--- config.mk ---
export PLATFORM = sky130hd
export DESIGN_NAME = tdoa_result_packer
export DESIGN_NICKNAME = d
export VERILOG_FILES = /design/src/rtl/tdoa_result_packer.sv
export SDC_FILE = /design/constraint.sdc
export NUM_CORES = 1
export LEC_CHECK = 0
export CORE_AREA = 5 5 172 174
export CTS_BUF_LIST = sky130_fd_sc_hd__clkbuf_16
export DETAILED_ROUTE_END_ITERATION = 8
export DIE_AREA = 0 0 177 179
export GPL_TIMING_DRIVEN = 0
export PLACE_DENSITY = 0.82
export SETUP_SLACK_MARGIN = 0.1
export SLEW_MARGIN = 40
export SYNTH_ARGS = -nofsm -noshare
export SYNTH_HDL_FRONTEND = slang
export SYNTH_SLANG_ARGS = --single-unit
--- constraint.sdc ---
create_clock -name pcm_clk -period 19.7 [get_ports pcm_clk]
set_input_delay 1.97 -clock pcm_clk [delete_from_list [all_inputs] [get_ports pcm_clk]]
set_output_delay 1.97 -clock pcm_clk [all_outputs]
set_load 0.01 [all_outputs]
--- src/rtl/tdoa_result_packer.sv ---
// tdoa_result_packer: latches three mic timestamps, computes signed deltas vs mic 1,
// presents them under valid/ack, then pulses rearm and waits for the inputs to clear.
module tdoa_result_packer #(
    parameter int TIME_W       = 32,
    parameter int MAX_SPREAD   = 64,
    parameter int REARM_CYCLES = 4
) (
    input  logic                     pcm_clk,
    input  logic                     reset,
    input  logic [TIME_W-1:0]        trigger_time_1,
    input  logic [TIME_W-1:0]        trigger_time_2,
    input  logic [TIME_W-1:0]        trigger_time_3,
    input  logic                     cpu_ack,
    output logic                     result_valid,
    output logic signed [TIME_W-1:0] delta_21,
    output logic signed [TIME_W-1:0] delta_31,
    output logic [1:0]               first_mic,
    output logic                     out_of_range,
    output logic [15:0]              event_count,
    output logic                     rearm
);
    localparam int CW = $clog2(REARM_CYCLES + 1);

    typedef enum logic [2:0] {IDLE, COMPUTE, PRESENT, REARM, WAIT_CLEAR} state_t;

    state_t                   state, state_n;
    logic [TIME_W-1:0]        t1, t2, t3;
    logic [CW-1:0]            cnt, cnt_n;
    logic                     rearm_n, valid_n;
    logic                     all_set, all_clear;
    logic signed [TIME_W-1:0] d21, d31, lo, hi, mn, mx;
    logic [TIME_W:0]          spread;
    logic [1:0]               first_n;

    assign all_set   = (trigger_time_1 != '0) && (trigger_time_2 != '0) && (trigger_time_3 != '0);
    assign all_clear = (trigger_time_1 == '0) && (trigger_time_2 == '0) && (trigger_time_3 == '0);

    // Modular subtraction read as two's complement absorbs sample-counter wrap.
    always_comb begin
        d21     = t2 - t1;
        d31     = t3 - t1;
        lo      = (d21 < d31) ? d21 : d31;
        hi      = (d21 < d31) ? d31 : d21;
        mn      = lo[TIME_W-1] ? lo : '0;
        mx      = hi[TIME_W-1] ? '0 : hi;
        spread  = {mx[TIME_W-1], mx} - {mn[TIME_W-1], mn};
        first_n = (!d21[TIME_W-1] && !d31[TIME_W-1]) ? 2'd1 : (d21 <= d31) ? 2'd2 : 2'd3;
    end

    always_comb begin
        state_n = state;
        cnt_n   = cnt;
        rearm_n = rearm;
        valid_n = result_valid;
        case (state)
            IDLE:       state_n = all_set ? COMPUTE : IDLE;
            COMPUTE: begin
                state_n = PRESENT;
                valid_n = 1'b1;
            end
            PRESENT: if (cpu_ack) begin
                state_n = REARM;
                valid_n = 1'b0;
                rearm_n = 1'b1;
                cnt_n   = CW'(REARM_CYCLES - 1);
            end
            // rearm stays high while the counter is non-zero, giving REARM_CYCLES cycles
            REARM: begin
                rearm_n = (cnt != '0);
                state_n = (cnt == '0) ? WAIT_CLEAR : REARM;
                cnt_n   = (cnt == '0) ? cnt : cnt - CW'(1);
            end
            WAIT_CLEAR: state_n = all_clear ? IDLE : WAIT_CLEAR;
            default:    state_n = IDLE;
        endcase
    end

    always_ff @(posedge pcm_clk) begin
        if (!reset) begin
            state        <= REARM;
            cnt          <= CW'(REARM_CYCLES);
            rearm        <= 1'b0;
            result_valid <= 1'b0;
            t1           <= '0;
            t2           <= '0;
            t3           <= '0;
            delta_21     <= '0;
            delta_31     <= '0;
            first_mic    <= 2'd0;
            out_of_range <= 1'b0;
            event_count  <= 16'd0;
        end else begin
            state        <= state_n;
            cnt          <= cnt_n;
            rearm        <= rearm_n;
            result_valid <= valid_n;
            if (state == IDLE && all_set) begin
                t1 <= trigger_time_1;
                t2 <= trigger_time_2;
                t3 <= trigger_time_3;
            end
            if (state == COMPUTE) begin
                delta_21     <= d21;
                delta_31     <= d31;
                first_mic    <= first_n;
                out_of_range <= spread > (TIME_W+1)'(MAX_SPREAD);
                event_count  <= event_count + 16'd1;
            end
        end
    end
endmodule

==> run_results.csv, run 1 <==
group,metric,value,unit
status,outcome,"complete, no violations",
synth,synthArstFlopShare,0,%
cells_and_area,multi_input_area,9240,µm²
synth,synth_top_cell_area_share,27.4,%
synth,ys_ff_latch,187,
detailed_routing,wl_per_cell,19.4,µm
detailed_routing,drc,0,
timing,skew,0.0131,ns
clock_tree,clk_pin_slew,0.08,ns
floorplan,core_area,27600,µm²
clock_tree,cts_resized,0,
hold_path,hp-class,"reg2reg",
timing,finalHoldViolCount,0,
synth,synth_edf_count,0,
critical_path,max_stage_delay,0.59,ns
grt,first_global_vias,13068,
floorplan,die_y,179,µm
clock_tree,cts_hold_buf,0,
critical_path,worst_setup_path_end_kind,"register",
cells_and_area,nets,2184,
synth,syn_area_per_cell,7.78,µm²
synth,synth_largest_area_cell,"dfxtp_1",
synth,syn_area,13600,µm²
floorplan,start_util,49.4,%
synth,synth_common_cells,"254 x nor2_1, 204 x nand2_1, 187 x dfxtp_1, 180 x a21oi_1, 128 x ha_1",
clock_tree,cts_tree,"yes",
timing,setup_violations,0,
detailed_routing,wirelength,45500,µm
run,maxCapViolCount,0,
clock_tree,cts_sinks,187,
floorplan,dieWidth,177,µm
clock_tree,numCtsBuffers,17,
critical_path,cp_slowest_cell,"a311oi_1",
detailed_routing,viasPerCell,5.84,
grt,grt_usage,27.7,%
floorplan,row_count,61,
timing,rsz0062_at_grt,"no",
critical_path,crit_type,"reg2reg",
synth,synthTopCellsByArea,"dfxtp_1 27%, ha_1 12%, mux2i_1 8.2%, nor2_1 7.0%, a21oi_1 6.6%",
floorplan,die_area,31700,µm²
timing,fin_crit_sh,49.4,%
synth,synth_warnings,0,
grt,antenna_found_initial,0,
clock_tree,ctsHtreeMaxLevel,4,
placement,gp_congestion,0.984,
timing,setup_tns,0,ns
synth,ys_types,78,
detailed_routing,ant_nets,0,
critical_path,cp.required,20.03,ns
hold_path,hold_path_depth,2,
cells_and_area,fillCellCount,2474,
grt,grt_start_max_net_pins,21,
timing,slew_violations,0,
synth,synth.most_common_cell,"nor2_1",
synth,synthCells,1752,
detailed_routing,vias,13699,
critical_path,crit_fanout,10,
detailed_routing,drt_iter0_drc,1282,
floorplan,num_io_pins,184,
clock_tree,cts.path.max_buffers,2,
grt,grt_overflow_total,0,
critical_path,crit_arrival,10.07,ns
synth,synth_nets,1982,
placement,port-buffer-count,183,
clock_tree,root_buffer,"clkbuf_16",
cells_and_area,synthToLayoutAreaGrowth,21.3,%
critical_path,start_kind,"register",
grt,grt_pass1_wl,69500,µm
clock_tree,postCtsSetupBuffers,0,
placement,hpwl,37200,µm
timing,timing.fmax,103,MHz
cells_and_area,drive_gt1_share,5.13,%
detailed_routing,drtPass1Iterations,6,
timing,worst_slew_margin_rel,38.8,%
timing,period_minus_slack,9.74,ns
cells_and_area,ff_latch_area,3740,µm²
timing,tightest_slew,0.911,ns
synth,synth_top_flop_cell,"dfxtp_1",
critical_path,ff2ff_path_depth,35,
clock_tree,clk_latency,0.45,ns
cells_and_area,antenna_cells,0,
synth,yosysSeqAreaShare,27.4,%
==> kinds of logic after synthesis <==
kind of cell | synth area share [%]
AO/OA/AOI/OAI | 19.1
XOR/XNOR | 5.33
adder cells (fa/ha/maj) | 12.2
buffers and inverters | 4.86
flip-flops | 27.4
multiplexers | 10.6
AND/OR/NAND/NOR | 20.5
==> sequential cells by signal (all words and copies together), names as in the netlist <==
| register | flops |
|---|---|
| delta_21 | 32 |
| out_of_range | 1 |
| t1 | 32 |
| state | 3 |
| cnt | 3 |
| first_mic | 2 |
| event_count | 16 |
| delta_31 | 32 |
| t3 | 32 |
| rearm | 1 |
| result_valid | 1 |
| t2 | 32 |
==> layer usage <==
| metal | part of all wire (%) | GRT usage (%) | routed length [µm] | vias to the layer above |
|---|---|---|---|---|
| met4 | 4.6 | 12.4 | 2070 | 0 |
| li1 | - | - | - | 6568 |
| met2 | 47 | 46.6 | 21200 | 608 |
| met1 | 42 | 35.4 | 19100 | 6409 |
| met5 | 0 | 0 | 0 | - |
| met3 | 6.8 | 4.01 | 3110 | 114 |
==> worst max-delay path: cells and delay by family, from the launching register on <==
family	cells	cell delay, ns
AO/OA/AOI/OAI	16	4.03
AND/OR/NAND/NOR	10	2.66
adder cells (fa/ha/maj)	4	1.29
buffers and inverters	3	0.45
flip-flops	1	0.44
XOR/XNOR	1	0.40
multiplexers	1	0.36
==> through the flow <==
step           setup slack (ns)  hold WS, ns  utilization [%]  std cells  instance area, µm²
2_1_floorplan             11.92        0.443                -       1752               13600
3_3_place_gp              10.25        0.444             57.7       2313               15900
3_5_place_dp              10.14        0.445             57.7       2313               15900
4_1_cts                   10.13        0.457             59.9       2345               16500
5_1_grt                    9.63        0.473             59.9       2345               16500
6_report                   9.96        0.455             59.9       2345               16500
==> placed cells by master (no fill, tap or decap), types with 34 or more instances in the layout <==
cell | netlist | routed
mux2i_1 | 112 | 112
ha_1 | 128 | 128
clkbuf_1 | 52 | 52
inv_1 | 100 | 100
dfxtp_1 | 187 | 187
o21ai_0 | 50 | 50
a21oi_1 | 180 | 180
a21o_1 | 34 | 34
nand2_1 | 204 | 204
clkdlybuf4s50_1 | 0 | 183
xnor2_1 | 50 | 50
nor2_1 | 254 | 254
==> path summary, 6_finish.rpt <==
kind	to	start	slack, ns
worst max-delay path	out_of_range	t1[0]	9.96
worst min-delay path	delta_21[24]	delta_21[24]	0.45
worst max register to register	out_of_range	t1[0]	9.96
worst min register to register	delta_21[24]	delta_21[24]	0.45
==> final cells by class <==
type / instances / area share, %
tap: 378 / 2.86
multi-input combinational: 1392 / 55.8
sequential: 187 / 22.6
timing repair buffer: 183 / 11.1
clock inverter: 15 / 1.05
buffer: 72 / 1.72
inverter: 101 / 2.29
clock buffer: 17 / 2.57
Power of run 1 is not shown: default switching activity piles up to over one toggle a cycle in this logic, so the estimate is an artifact.
==> run 2: changes to the inputs <==
==> constraint.sdc (replaced) <==
create_clock -name pcm_clk -period 9.3 [get_ports pcm_clk]
set_input_delay 0.93 -clock pcm_clk [delete_from_list [all_inputs] [get_ports pcm_clk]]
set_output_delay 0.93 -clock pcm_clk [all_outputs]
set_load 0.01 [all_outputs]
==> run 2 against run 1 <==
Maximum frequency up 10%. Clock skew about the same. Final cell count barely moved. Global-route usage about the same. Final area increased by 0.84%. Critical path type unchanged. Highest routed layer unchanged.
==> run_results.csv, run 2 (synthesized netlist as in run 1, its figures left out) <==
group,metric,value,unit
detailed_routing,viasPerCell,5.84,
placement,port-buffer-count,183,
timing,timing.fmax,113,MHz
critical_path,crit_buf_inv,4,
grt,use_met2,46.7,%
floorplan,die_y,179,µm
cells_and_area,drive_gt1_share,6.30,%
hold_path,hp-class,"reg2reg",
clock_tree,cts.path.max_buffers,2,
grt,first_global_vias,13070,
critical_path,crit_arrival,9.18,ns
grt,grt_usage,27.8,%
timing,setup_violations,0,
critical_path,start_kind,"register",
cells_and_area,synthToLayoutAreaGrowth,22.4,%
placement,place_ws,-0.255,ns
critical_path,cp_slowest_cell,"or4_1",
status,outcome,"complete, no violations",
critical_path,cp.depth,35,
cells_and_area,nets,2186,
critical_path,crit_family,"compound AO/OA/AOI/OAI gates",
detailed_routing,vias,13715,
cells_and_area,fin_area,16700,µm²
detailed_routing,ant_nets,0,
placement,hpwl,37200,µm
clock_tree,cts_sinks,187,
cells_and_area,layout_common_cells,"254 x nor2_1, 204 x nand2_1, 187 x dfxtp_1",
run,maxCapViolCount,0,
clock_tree,clk_pin_slew,0.08,ns
cells_and_area,fin_util,60.4,%
detailed_routing,wl_per_cell,19.5,µm
floorplan,core_area,27600,µm²
clock_tree,numCtsBuffers,17,
timing,finalHoldViolCount,0,
detailed_routing,drtPass1Iterations,5,
clock_tree,ctsHtreeMaxLevel,4,
critical_path,crit_top_cell,"ha_1",
critical_path,max_stage_delay,0.57,ns
critical_path,crit_fanout,10,
floorplan,die_area,31700,µm²
timing,setup_slack,0.462,ns
timing,worst_slew_margin_rel,40.7,%
grt,grt_pass1_wl,69600,µm
detailed_routing,wirelength,45700,µm
timing,period_minus_slack,8.84,ns
critical_path,cp.required,9.64,ns
placement,placedInstanceArea,15900,µm²
floorplan,row_count,61,
grt,grt_start_max_net_pins,21,
floorplan,start_util,49.4,%
floorplan,dieWidth,177,µm
grt,use_met3,4.09,%
critical_path,ff2ff_path_depth,35,
placement,gp_congestion,0.984,
cells_and_area,final_common_cell,"nor2_1",
timing,skew,0.0134,ns
critical_path,regToRegSetupSlack,0.46,ns
grt,grt_use_met1,35.5,%
detailed_routing,drt_iter0_drc,1253,
cells_and_area,fillCellCount,2458,
timing,tightest_slew,0.890,ns
grt,grt_busiest_layer,"met2",
timing,fin_crit_sh,95.0,%
hold_path,hold_path_depth,2,
floorplan,num_io_pins,184,
grt,antenna_found_initial,0,
grt,grt_overflow_total,0,
clock_tree,clk_latency,0.45,ns
critical_path,crit_type,"reg2reg",
timing,rsz0062_at_grt,"no",
cells_and_area,antenna_cells,0,
clock_tree,cts_tree,"yes",
critical_path,worst_setup_path_end_kind,"register",
clock_tree,root_buffer,"clkbuf_16",
timing,slew_violations,0,
detailed_routing,drc,0,
==> run 2: path summary, 6_finish.rpt <==
path                      from      endpoint
setup / recovery         t1[0]  out_of_range
hold / removal    delta_21[24]  delta_21[24]
setup reg to reg         t1[0]  out_of_range
hold reg to reg   delta_21[24]  delta_21[24]
==> run 2: cell type report <==
type	instances	area, µm²	share of cell area, %
repair buffers	185	1850	11.1
clock buffers	17	425	2.55
flip-flops and latches	187	3740	22.4
plain buffers	72	290	1.74
well taps	378	473	2.83
inverters	101	379	2.27
clock inverters	15	174	1.04
multi-input cells	1392	9360	56.1
==> run 2: tightest hold or removal path, cell delays in order (launching register included) <==
cell,delay (ns)
dfxtp_1,0.31
nand2_1,0.05
a21oi_1,0.05
==> run 2: metal layers <==
metal / share of wire (%) / wire (µm) / vias up
met5: 0 / 0 / -
met2: 47 / 21400 / 572
li1: - / - / 6576
met4: 4.3 / 1990 / 0
met3: 6.6 / 3010 / 104
met1: 42 / 19300 / 6463
==> run 2: timing repair <==
action,in CTS,in global routing
pin swaps,0,4
endpoints found under the setup margin,1,1
hold buffers,0,0
buffers inserted,0,2
gates resized for setup,9,19
cloned,0,0
==> run 2: through the flow <==
stage | setup TNS, ns | instances | hold WS, ns
3_5_place_dp | -0.255 | 2313 | 0.445
2_1_floorplan | 0 | 1752 | 0.443
3_3_place_gp | -0.154 | 2313 | 0.444
6_report | 0 | 2347 | 0.454
5_1_grt | 0 | 2347 | 0.473
4_1_cts | 0 | 2345 | 0.457
Power of run 2 is left out for the same reason.
